<file path="src/rtl/opt_reg_pipe_if.sv">
// Bus bundle for the opt_reg_pipe delay line: control, payload in, tagged payload out and occupancy.
// The source/consumer side takes the master modport; the delay line itself takes slave.
interface opt_reg_pipe_if #(
  parameter int DataWidth = 16,
  parameter int Depth     = 2
) ();
  logic                         en;
  logic                         flush;
  logic                         data_in_valid;
  logic [DataWidth-1:0]         data_in;
  logic                         res_valid;
  logic [DataWidth-1:0]         res;
  logic [$clog2(Depth+1)-1:0]   occ;

  modport master (
    output en, flush, data_in_valid, data_in,
    input  res_valid, res, occ
  );

  modport slave (
    input  en, flush, data_in_valid, data_in,
    output res_valid, res, occ
  );
endinterface

</file>
<file path="src/rtl/opt_reg_pipe.sv">
// Depth-stage registered delay line with a valid tag per stage, stall (en) and flush.
// Outputs come straight from the last stage; occ is the number of valid stages.
module opt_reg_pipe #(
  parameter int                   DataWidth = 16,
  parameter int                   Depth     = 2,
  parameter logic [DataWidth-1:0] ResetData = '0
) (
  input logic           clk,
  input logic           rst,
  opt_reg_pipe_if.slave bus
);

  localparam int OccWidth = $clog2(Depth + 1);

  logic [Depth-1:0]     v_q;
  logic [DataWidth-1:0] d_q [Depth];
  logic [OccWidth-1:0]  occ_sum;

  // Priority: rst > flush > en > hold. Flush clears tags only; payloads stay put.
  always_ff @(posedge clk) begin
    if (rst) begin
      v_q <= '0;
      // NOTE: the payload array is reset on purpose so res shows ResetData after reset;
      // payload flops without a reset requirement would normally be left unreset.
      for (int i = 0; i < Depth; i++) d_q[i] <= ResetData;
    end else if (bus.flush) begin
      v_q <= '0;
    end else if (bus.en) begin
      // NOTE: non-blocking assignments let every stage sample its predecessor's old value,
      // so the loop order is irrelevant and each stage really is one register deep.
      v_q[0] <= bus.data_in_valid;
      d_q[0] <= bus.data_in;
      for (int i = 1; i < Depth; i++) begin
        v_q[i] <= v_q[i-1];
        d_q[i] <= d_q[i-1];
      end
    end
  end

  always_comb begin
    // NOTE: assigning the default before the loop keeps this purely combinational (no latch).
    occ_sum = '0;
    for (int i = 0; i < Depth; i++) occ_sum = occ_sum + OccWidth'(v_q[i]);
  end

  assign bus.res_valid = v_q[Depth-1];
  assign bus.res       = d_q[Depth-1];
  assign bus.occ       = occ_sum;

endmodule
</file>
<file path="src/flat_wrapper.sv">
// flat-port wrapper written by rule: the top's interface ports become plain ports
module opt_reg_pipe_flat 
#(
  parameter int                   DataWidth = 16,
  parameter int                   Depth     = 2,
  parameter logic [DataWidth-1:0] ResetData = '0
)
  (clk, rst, bus_en, bus_flush, bus_data_in_valid, bus_data_in, bus_res_valid, bus_res, bus_occ);
  opt_reg_pipe_if #(.DataWidth(DataWidth), .Depth(Depth)) bus_i ();
  input logic clk;
  input logic rst;
  input wire logic [$bits(bus_i.en)-1:0] bus_en;
  input wire logic [$bits(bus_i.flush)-1:0] bus_flush;
  input wire logic [$bits(bus_i.data_in_valid)-1:0] bus_data_in_valid;
  input wire logic [$bits(bus_i.data_in)-1:0] bus_data_in;
  output wire logic [$bits(bus_i.res_valid)-1:0] bus_res_valid;
  output wire logic [$bits(bus_i.res)-1:0] bus_res;
  output wire logic [$bits(bus_i.occ)-1:0] bus_occ;
  assign bus_i.en = bus_en;
  assign bus_i.flush = bus_flush;
  assign bus_i.data_in_valid = bus_data_in_valid;
  assign bus_i.data_in = bus_data_in;
  assign bus_res_valid = bus_i.res_valid;
  assign bus_res = bus_i.res;
  assign bus_occ = bus_i.occ;
  opt_reg_pipe #(.DataWidth(DataWidth), .Depth(Depth), .ResetData(ResetData)) u_core (.clk(clk), .rst(rst), .bus(bus_i));
endmodule
</file>
<file path="config.mk">
export PLATFORM = sky130hd
export DESIGN_NAME = opt_reg_pipe_flat
export DESIGN_NICKNAME = d
export VERILOG_FILES = /design/src/rtl/opt_reg_pipe_if.sv /design/src/rtl/opt_reg_pipe.sv /design/src/flat_wrapper.sv
export SDC_FILE = /design/constraint.sdc
export NUM_CORES = 1
export LEC_CHECK = 0
export ABC_CLOCK_PERIOD_IN_PS = 900
export BUFFER_PORTS_ARGS = -buffer_cell sky130_fd_sc_hd__buf_2
export CORE_UTILIZATION = 50
export DETAILED_ROUTE_END_ITERATION = 10
export PLACE_DENSITY = 0.77
export SYNTH_ARGS = -nofsm -noshare
export SYNTH_HDL_FRONTEND = slang
export SYNTH_SLANG_ARGS = --single-unit
</file>
<file path="constraint.sdc">
create_clock -name clk -period 0.9 [get_ports clk]
set_input_delay 0 -clock clk [delete_from_list [all_inputs] [get_ports clk]]
set_output_delay 0 -clock clk [all_outputs]
set_load 0.03 [all_outputs]
</file>
==> insert_results.sql, run 1 <==
INSERT INTO impl_metrics (metric_group, metric, value, unit) VALUES
('status', 'outcome', 'complete, but fails checks', ''),
('status', 'failed_checks', 'negative setup slack', ''),
('power_and_ir_drop', 'power_leakage', '0.862', 'nW'),
('timing', 'grt_setup_unrepaired', 'true', ''),
('setup_path', 'r2r_start', 'u_core.d_q[0][15]', ''),
('synth', 'syn_inst', '93', ''),
('synth', 'synth_nets', '115', ''),
('clock_tree', 'cts_max_level', '2', ''),
('cells_and_area', 'insertedDiodeCount', '0', ''),
('setup_path', 'setup.reg_to_reg.worst_slack', '0.10', 'ns'),
('global_routing', 'pin_count_of_the_biggest_net_entering_global_routing', '33', ''),
('placed_design', 'placed_cells_incl_taps', '148', ''),
('detailed_routing', 'remaining_antenna_violation_count_after_routing', '0', ''),
('synth', 'post_synth_instance_area', '0.00144', 'mm²'),
('cells_and_area', 'final_cells', '176', ''),
('placed_design', 'dp_hpwl', '1.22', 'mm'),
('timing', 'finalHoldWorstSlack', '0.0422', 'ns'),
('global_routing', 'grt_overflow', '0', ''),
('clock_tree', 'cts_buffers', '5', ''),
('clock_tree', 'worst_skew_pair.late_latency', '0.33', 'ns'),
('placed_design', 'worst_slack_after_detailed_placement', '-0.388', 'ns'),
('floorplan', 'placementRows', '19', ''),
('power_and_ir_drop', 'vdd_ir_drop_max', '0.00178', 'V'),
('floorplan', 'die_height', '55.6', 'µm'),
('worst_hold_path', 'timing.hold.worst_endpoint', 'u_core.v_q[0]', ''),
('global_routing', 'met2_routing_resource_usage_after_global_routing', '30.1', '%'),
('global_routing', 'top_usage_layer', 'met2', ''),
('synth', 'yosysWarnings', '0', ''),
('cells_and_area', 'layout_common_cells', 'sky130_fd_sc_hd__edfxtp_1, sky130_fd_sc_hd__and2_2, sky130_fd_sc_hd__buf_2', ''),
('timing', 'final-hold-violation-count', '0', ''),
('cells_and_area', 'flow.area_growth_from_synthesis', '40.9', '%'),
('setup_path', 'worst_setup_path_start_kind', 'register', ''),
('clock_tree', 'cts.path.max_buffers', '2', ''),
('global_routing', 'met1_usage', '18.0', '%'),
('global_routing', 'first_global_vias', '828', ''),
('synth', 'mean_cell_area_of_the_mapped_netlist', '15.4', 'µm²'),
('timing', 'min_period', '1.06', 'ns'),
('placed_design', 'dpl_cell_area', '0.00158', 'mm²'),
('worst_hold_path', 'hold-path-cell-count', '3', ''),
('setup_path', 'critical_path.cell_chain', 'ha_4, buf_6', ''),
('clock_tree', 'clockRootBuffer', 'sky130_fd_sc_hd__clkbuf_4', ''),
('cells_and_area', 'postLayoutCellArea', '0.00202', 'mm²'),
('setup_path', 'timing.reg2reg.worst_path_depth', '1', ''),
('clock_tree', 'cts.sink_count', '34', ''),
('setup_path', 'maximum_net_fanout_on_the_critical_path', '2', ''),
('detailed_routing', 'route.detailed.vias_per_inst', '4.78', ''),
('timing', 'clock-skew-final', '0.00467', 'ns'),
('timing', 'max_slew_margin', '66.1', '%'),
('global_routing', 'grt.total_usage', '17.5', '%'),
('synth', 'synth_sequential_area_ratio', '69.7', '%'),
('timing', 'worst_slack', '-0.162', 'ns'),
('setup_path', 'reg_to_reg_end', 'u_core.d_q[0][31]', ''),
('setup_path', 'worst_setup_path_category', 'reg2out', ''),
('timing', 'max_freq', '942', 'MHz'),
('detailed_routing', 'drt-initial-drc-count', '19', ''),
('detailed_routing', 'drtPass1Iterations', '6', ''),
('clock_tree', 'cts_tree', 'yes', ''),
('setup_path', 'critical-path-max-stage-delay', '0.36', 'ns'),
('timing', 'final-setup-viol-count', '3', ''),
('floorplan', 'die_width', '55.6', 'µm'),
('setup_path', 'critPathRequiredTime', '0.90', 'ns'),
('floorplan', 'top_level_ports', '40', ''),
('cells_and_area', 'final_core_utilization', '74.1', '%'),
('power_and_ir_drop', 'power.density_cell_area', '1820', 'mW/mm²'),
('setup_path', 'cpMaxStageDelayCell', 'sky130_fd_sc_hd__dfxtp_4', ''),
('floorplan', 'initial_core_utilization', '52.5', '%'),
('detailed_routing', 'detail_route.drc_violations', '0', ''),
('worst_hold_path', 'hold_path_startpoint', 'bus_flush', ''),
('synth', 'post_synth_num_cell_types', '12', ''),
('detailed_routing', 'dr_total_vias', '841', ''),
('clock_tree', 'path_clk_slew', '0.10', 'ns');
==> cell families (layout without fill, tap and decap cells) <==
kind of cell	count (synthesis)	after routing	share of synthesized area (%)
flip-flops	34	34	69.7
AO/OA/AOI/OAI	1	1	0.610
buffers and inverters	20	71	9.67
adder cells (fa/ha/maj)	1	1	0.871
multiplexers	2	2	1.39
AND/OR/NAND/NOR	35	36	17.8
==> worst max path at each step <==
| stage | from | end | slack (ns) | depth (start not counted) |
|---|---|---|---|---|
| after floorplan | u_core.v_q[1] | bus_occ[0] | 0.009 | 1 |
| after global placement | rst | u_core.d_q[0][7] | -0.31 | 3 |
| after detailed placement | rst | u_core.d_q[0][19] | -0.39 | 3 |
| after CTS | u_core.v_q[0] | bus_occ[0] | -0.16 | 2 |
| after global routing | u_core.v_q[0] | bus_occ[0] | -0.20 | 2 |
| final | u_core.v_q[0] | bus_occ[0] | -0.16 | 2 |
==> cell type report <==
type	count	area (µm²)
clock buffers	5	37.5
clock inverters	3	68.8
fillers	155	709
inverters	1	3.75
multi-input cells	40	328
flip-flops and latches	34	1010
well taps	31	38.8
repair buffers	62	542
==> report_power, final <==
part / leakage, nW / internal, mW / switching [mW]
clock network: 0.0554 / 0.869 / 0.526
registers: 0.353 / 1.84 / 0.0303
logic: 0.454 / 0.217 / 0.202
==> flip-flops by register name (all words and copies together) (netlist names) <==
signal	cells
u_core.d_q	32
u_core.v_q	2
==> worst max-delay path, delay by kind of cell (launching register included) <==
kind | cells | cell delay (ns)
buffers and inverters | 1 | 0.12
flip-flops | 1 | 0.36
adder cells (fa/ha/maj) | 1 | 0.26
==> routing by layer <==
layer	vias to the layer above	wire (µm)
li1	408	-
met1	392	876
met2	30	1390
met3	11	92
met4	0	78
met5	-	0
==> repair_timing <==
| action | in CTS | in global routing |
|---|---|---|
| endpoints found under the setup margin | 30 | 35 |
| endpoints found under the hold margin | 17 | 0 |
| hold buffers | 17 | 0 |
| pin swaps | 2 | 1 |
| buffers inserted | 1 | 1 |
| resized for setup | 23 | 29 |
| cloned | 1 | 0 |
==> synth_stat cells <==
master,count,area share (%)
sky130_fd_sc_hd__ha_1,1,0.87
sky130_fd_sc_hd__buf_4,16,8.4
sky130_fd_sc_hd__edfxtp_1,32,67
sky130_fd_sc_hd__and2_2,21,11
sky130_fd_sc_hd__and2_1,11,4.8
sky130_fd_sc_hd__a21o_2,1,0.61
sky130_fd_sc_hd__nor3_1,2,0.70
sky130_fd_sc_hd__clkbuf_2,3,1.0
sky130_fd_sc_hd__mux2i_1,2,1.4
sky130_fd_sc_hd__nor3b_4,1,1.3
sky130_fd_sc_hd__dfxtp_1,2,2.8
sky130_fd_sc_hd__inv_1,1,0.26
(Power assumes the default switching activity.)
==> run 2: changes to the inputs <==
REMOVE_ABC_BUFFERS = 1   (was not set)
==> run 2 against run 1 <==
  * The flow still finishes with violations (negative setup slack)
  * Sequential power is essentially flat
  * Die area unchanged
  * Combinational power decreased by 3%
  * Core utilization fell by 3.0 points
  * Routed wire length fell by 7.5%
  * Via count is 1.7% lower
  * Fmax is 0.78% higher
  * Clock-buffer cell count is 2 higher
  * Clock skew grew 0.0014 ns
  * Sequential share of layout area increased by 2.0 points
  * Clock power decreased by 45%
  * Critical endpoint unchanged
  * Largest power group unchanged
  * Highest routed layer unchanged
==> insert_results.sql, run 2 (synthesis gave the netlist of run 1 again) <==
INSERT INTO impl_metrics (metric_group, metric, value, unit) VALUES
('status', 'outcome', 'complete, but fails checks', ''),
('status', 'failed_checks', 'negative setup slack', ''),
('floorplan', 'top_level_ports', '40', ''),
('floorplan', 'placementRows', '19', ''),
('setup_path', 'critPathRequiredTime', '0.90', 'ns'),
('cells_and_area', 'largest_register_ffs', '32', ''),
('clock_tree', 'worst_skew_pair.late_latency', '0.33', 'ns'),
('timing', 'finalHoldWorstSlack', '0.0520', 'ns'),
('worst_hold_path', 'classification_of_the_worst_slack_hold_path', 'in2reg', ''),
('setup_path', 'endpoint_kind', 'output pin', ''),
('timing', 'worst_slew_pin_slew', '0.532', 'ns'),
('placed_design', 'placed_cells_incl_taps', '148', ''),
('timing', 'timing.final.crit_share', '117', '%'),
('detailed_routing', 'remaining_antenna_violation_count_after_routing', '0', ''),
('timing', 'worst_slack', '-0.154', 'ns'),
('timing', 'fin_setup_tns', '-0.234', 'ns'),
('floorplan', 'die_width', '55.6', 'µm'),
('power_and_ir_drop', 'vdd_ir_drop_max', '0.00153', 'V'),
('detailed_routing', 'detail_route.wirelength', '2.25', 'mm'),
('placed_design', 'worst_slack_after_detailed_placement', '-0.379', 'ns'),
('detailed_routing', 'dr_total_vias', '827', ''),
('clock_tree', 'cts_buffers', '5', ''),
('floorplan', 'die_height', '55.6', 'µm'),
('clock_tree', 'path_clk_slew', '0.09', 'ns'),
('global_routing', 'grt_overflow', '0', ''),
('cells_and_area', 'fillCellCount', '176', ''),
('cells_and_area', 'flow.area_growth_from_synthesis', '35.2', '%'),
('global_routing', 'grt.total_usage', '16.6', '%'),
('setup_path', 'maximum_net_fanout_on_the_critical_path', '3', ''),
('detailed_routing', 'detail_route.drc_violations', '0', ''),
('floorplan', 'core_area', '0.00273', 'mm²'),
('setup_path', 'worst_setup_path_category', 'reg2out', ''),
('power_and_ir_drop', 'swShare', '22.6', '%'),
('timing', 'drv_slew', '0', ''),
('power_and_ir_drop', 'power.density_cell_area', '1560', 'mW/mm²'),
('clock_tree', 'cts.path.max_buffers', '2', ''),
('timing', 'final-hold-violation-count', '0', ''),
('placed_design', 'routabilityCongestion', '0.746', ''),
('detailed_routing', 'route.detailed.vias_per_inst', '4.75', ''),
('setup_path', 'critical_path_arrival', '1.05', 'ns'),
('setup_path', 'worst_setup_path_start_kind', 'register', ''),
('timing', 'clock-skew-final', '0.00606', 'ns'),
('global_routing', 'grt_pass1_wl', '3.59', 'mm'),
('clock_tree', 'clockRootBuffer', 'sky130_fd_sc_hd__clkbuf_4', ''),
('timing', 'final-setup-viol-count', '3', ''),
('placed_design', 'placement.io_buffers', '39', ''),
('floorplan', 'initial_core_utilization', '52.5', '%'),
('global_routing', 'first_global_vias', '814', ''),
('timing', 'max_freq', '949', 'MHz'),
('timing', 'min_period', '1.05', 'ns'),
('global_routing', 'pin_count_of_the_biggest_net_entering_global_routing', '33', ''),
('detailed_routing', 'drt-initial-drc-count', '22', ''),
('clock_tree', 'cts.sink_count', '34', ''),
('cells_and_area', 'most_common_cell_after_layout_fill_and_taps_aside', 'sky130_fd_sc_hd__edfxtp_1', ''),
('detailed_routing', 'drtPass1Iterations', '4', ''),
('cells_and_area', 'reg.largest.list', 'u_core.d_q (32), u_core.v_q (2)', ''),
('power_and_ir_drop', 'combPwrFrac', '13.4', '%'),
('cells_and_area', 'layout_common_cells', 'sky130_fd_sc_hd__edfxtp_1, sky130_fd_sc_hd__and2_2, sky130_fd_sc_hd__buf_2', ''),
('timing', 'max_slew_margin', '64.5', '%'),
('clock_tree', 'cts_max_level', '2', ''),
('cells_and_area', 'final_cells', '174', ''),
('cells_and_area', 'nNetsFinal', '164', ''),
('cells_and_area', 'fraction_of_final_layout_cells_sized_beyond_drive_strength_1', '52.4', '%'),
('placed_design', 'dp_hpwl', '1.12', 'mm'),
('detailed_routing', 'routed_wire_length_per_instance', '13.0', 'µm'),
('cells_and_area', 'final_core_utilization', '71.0', '%'),
('global_routing', 'initial_antenna_violation_count', '0', ''),
('power_and_ir_drop', 'switchingPower', '0.686', 'mW'),
('clock_tree', 'cts_tree', 'yes', ''),
('timing', 'grt_setup_unrepaired', 'true', ''),
('job', 'cap_viol_max_count', '0', ''),
('cells_and_area', 'register_ranked_first_by_flip_flop_count', 'u_core.d_q', ''),
('cells_and_area', 'insertedDiodeCount', '0', ''),
('power_and_ir_drop', 'seqPwrFrac', '61.6', '%'),
('power_and_ir_drop', 'power.internal', '2.35', 'mW'),
('floorplan', 'die_area', '0.00309', 'mm²'),
('power_and_ir_drop', 'power_leakage', '0.821', 'nW'),
('power_and_ir_drop', 'clockPowerShare', '25.0', '%');
==> run 2: timing repair <==
action / 4_1_cts / 5_1_grt
gates cloned: 1 / 0
gates resized for setup: 10 / 44
buffers inserted: 0 / 0
hold buffers: 17 / 0
pin swaps: 1 / 0
endpoints found under the setup margin: 27 / 31
hold endpoints to repair: 17 / 0
==> run 2: layout make-up <==
type / count / area [µm²] / area share, %
Multi-Input combinational cell: 40 / 328 / 16.9
Inverter: 1 / 3.75 / 0.193
Clock inverter: 1 / 3.75 / 0.193
Sequential cell: 34 / 1000 / 51.7
Timing Repair Buffer: 60 / 519 / 26.7
Clock buffer: 7 / 45.0 / 2.32
Tap cell: 31 / 38.8 / 2.00
==> run 2: metrics by stage <==
stage,power (mW),instance area [µm²]
floorplan,2.06,1300
global placement,2.18,1580
detailed placement,2.19,1580
CTS,3.01,1850
global route,3.16,1940
finish,3.04,1940
==> run 2: path summary, 6_finish.rpt <==
path         cells after the start              start  slack (ns)           endpoint
max                              2      u_core.v_q[0]       -0.15         bus_occ[0]
min reg2reg                      1   u_core.d_q[0][1]        0.53  u_core.d_q[0][17]
max reg2reg                      1  u_core.d_q[0][11]        0.11  u_core.d_q[0][27]
min                              3          bus_flush        0.05      u_core.v_q[1]
==> run 2: per-layer routing <==
metal	GRT usage (%)	part of all wire [%]	vias up
li1	-	-	401
met1	16.8	38	392
met2	28.1	55	30
met3	6.98	5.3	4
met4	10.7	1.6	0
met5	0	0	-
==> run 2: power by group through the flow <==
| stage | clock network [mW] | logic (mW) | registers [mW] |
|---|---|---|---|
| after detailed placement | 0 | 0.292 | 1.89 |
| after global routing | 0.847 | 0.434 | 1.88 |
| after floorplan | 0 | 0.0778 | 1.98 |
| final | 0.758 | 0.408 | 1.87 |
| after global placement | 0 | 0.288 | 1.89 |
| after CTS | 0.786 | 0.365 | 1.86 |
==> run 2: worst max-delay path, cell delays in order (launching register included) <==
cell	delay [ns]
sky130_fd_sc_hd__dfxtp_2	0.35
sky130_fd_sc_hd__ha_4	0.26
sky130_fd_sc_hd__buf_6	0.12
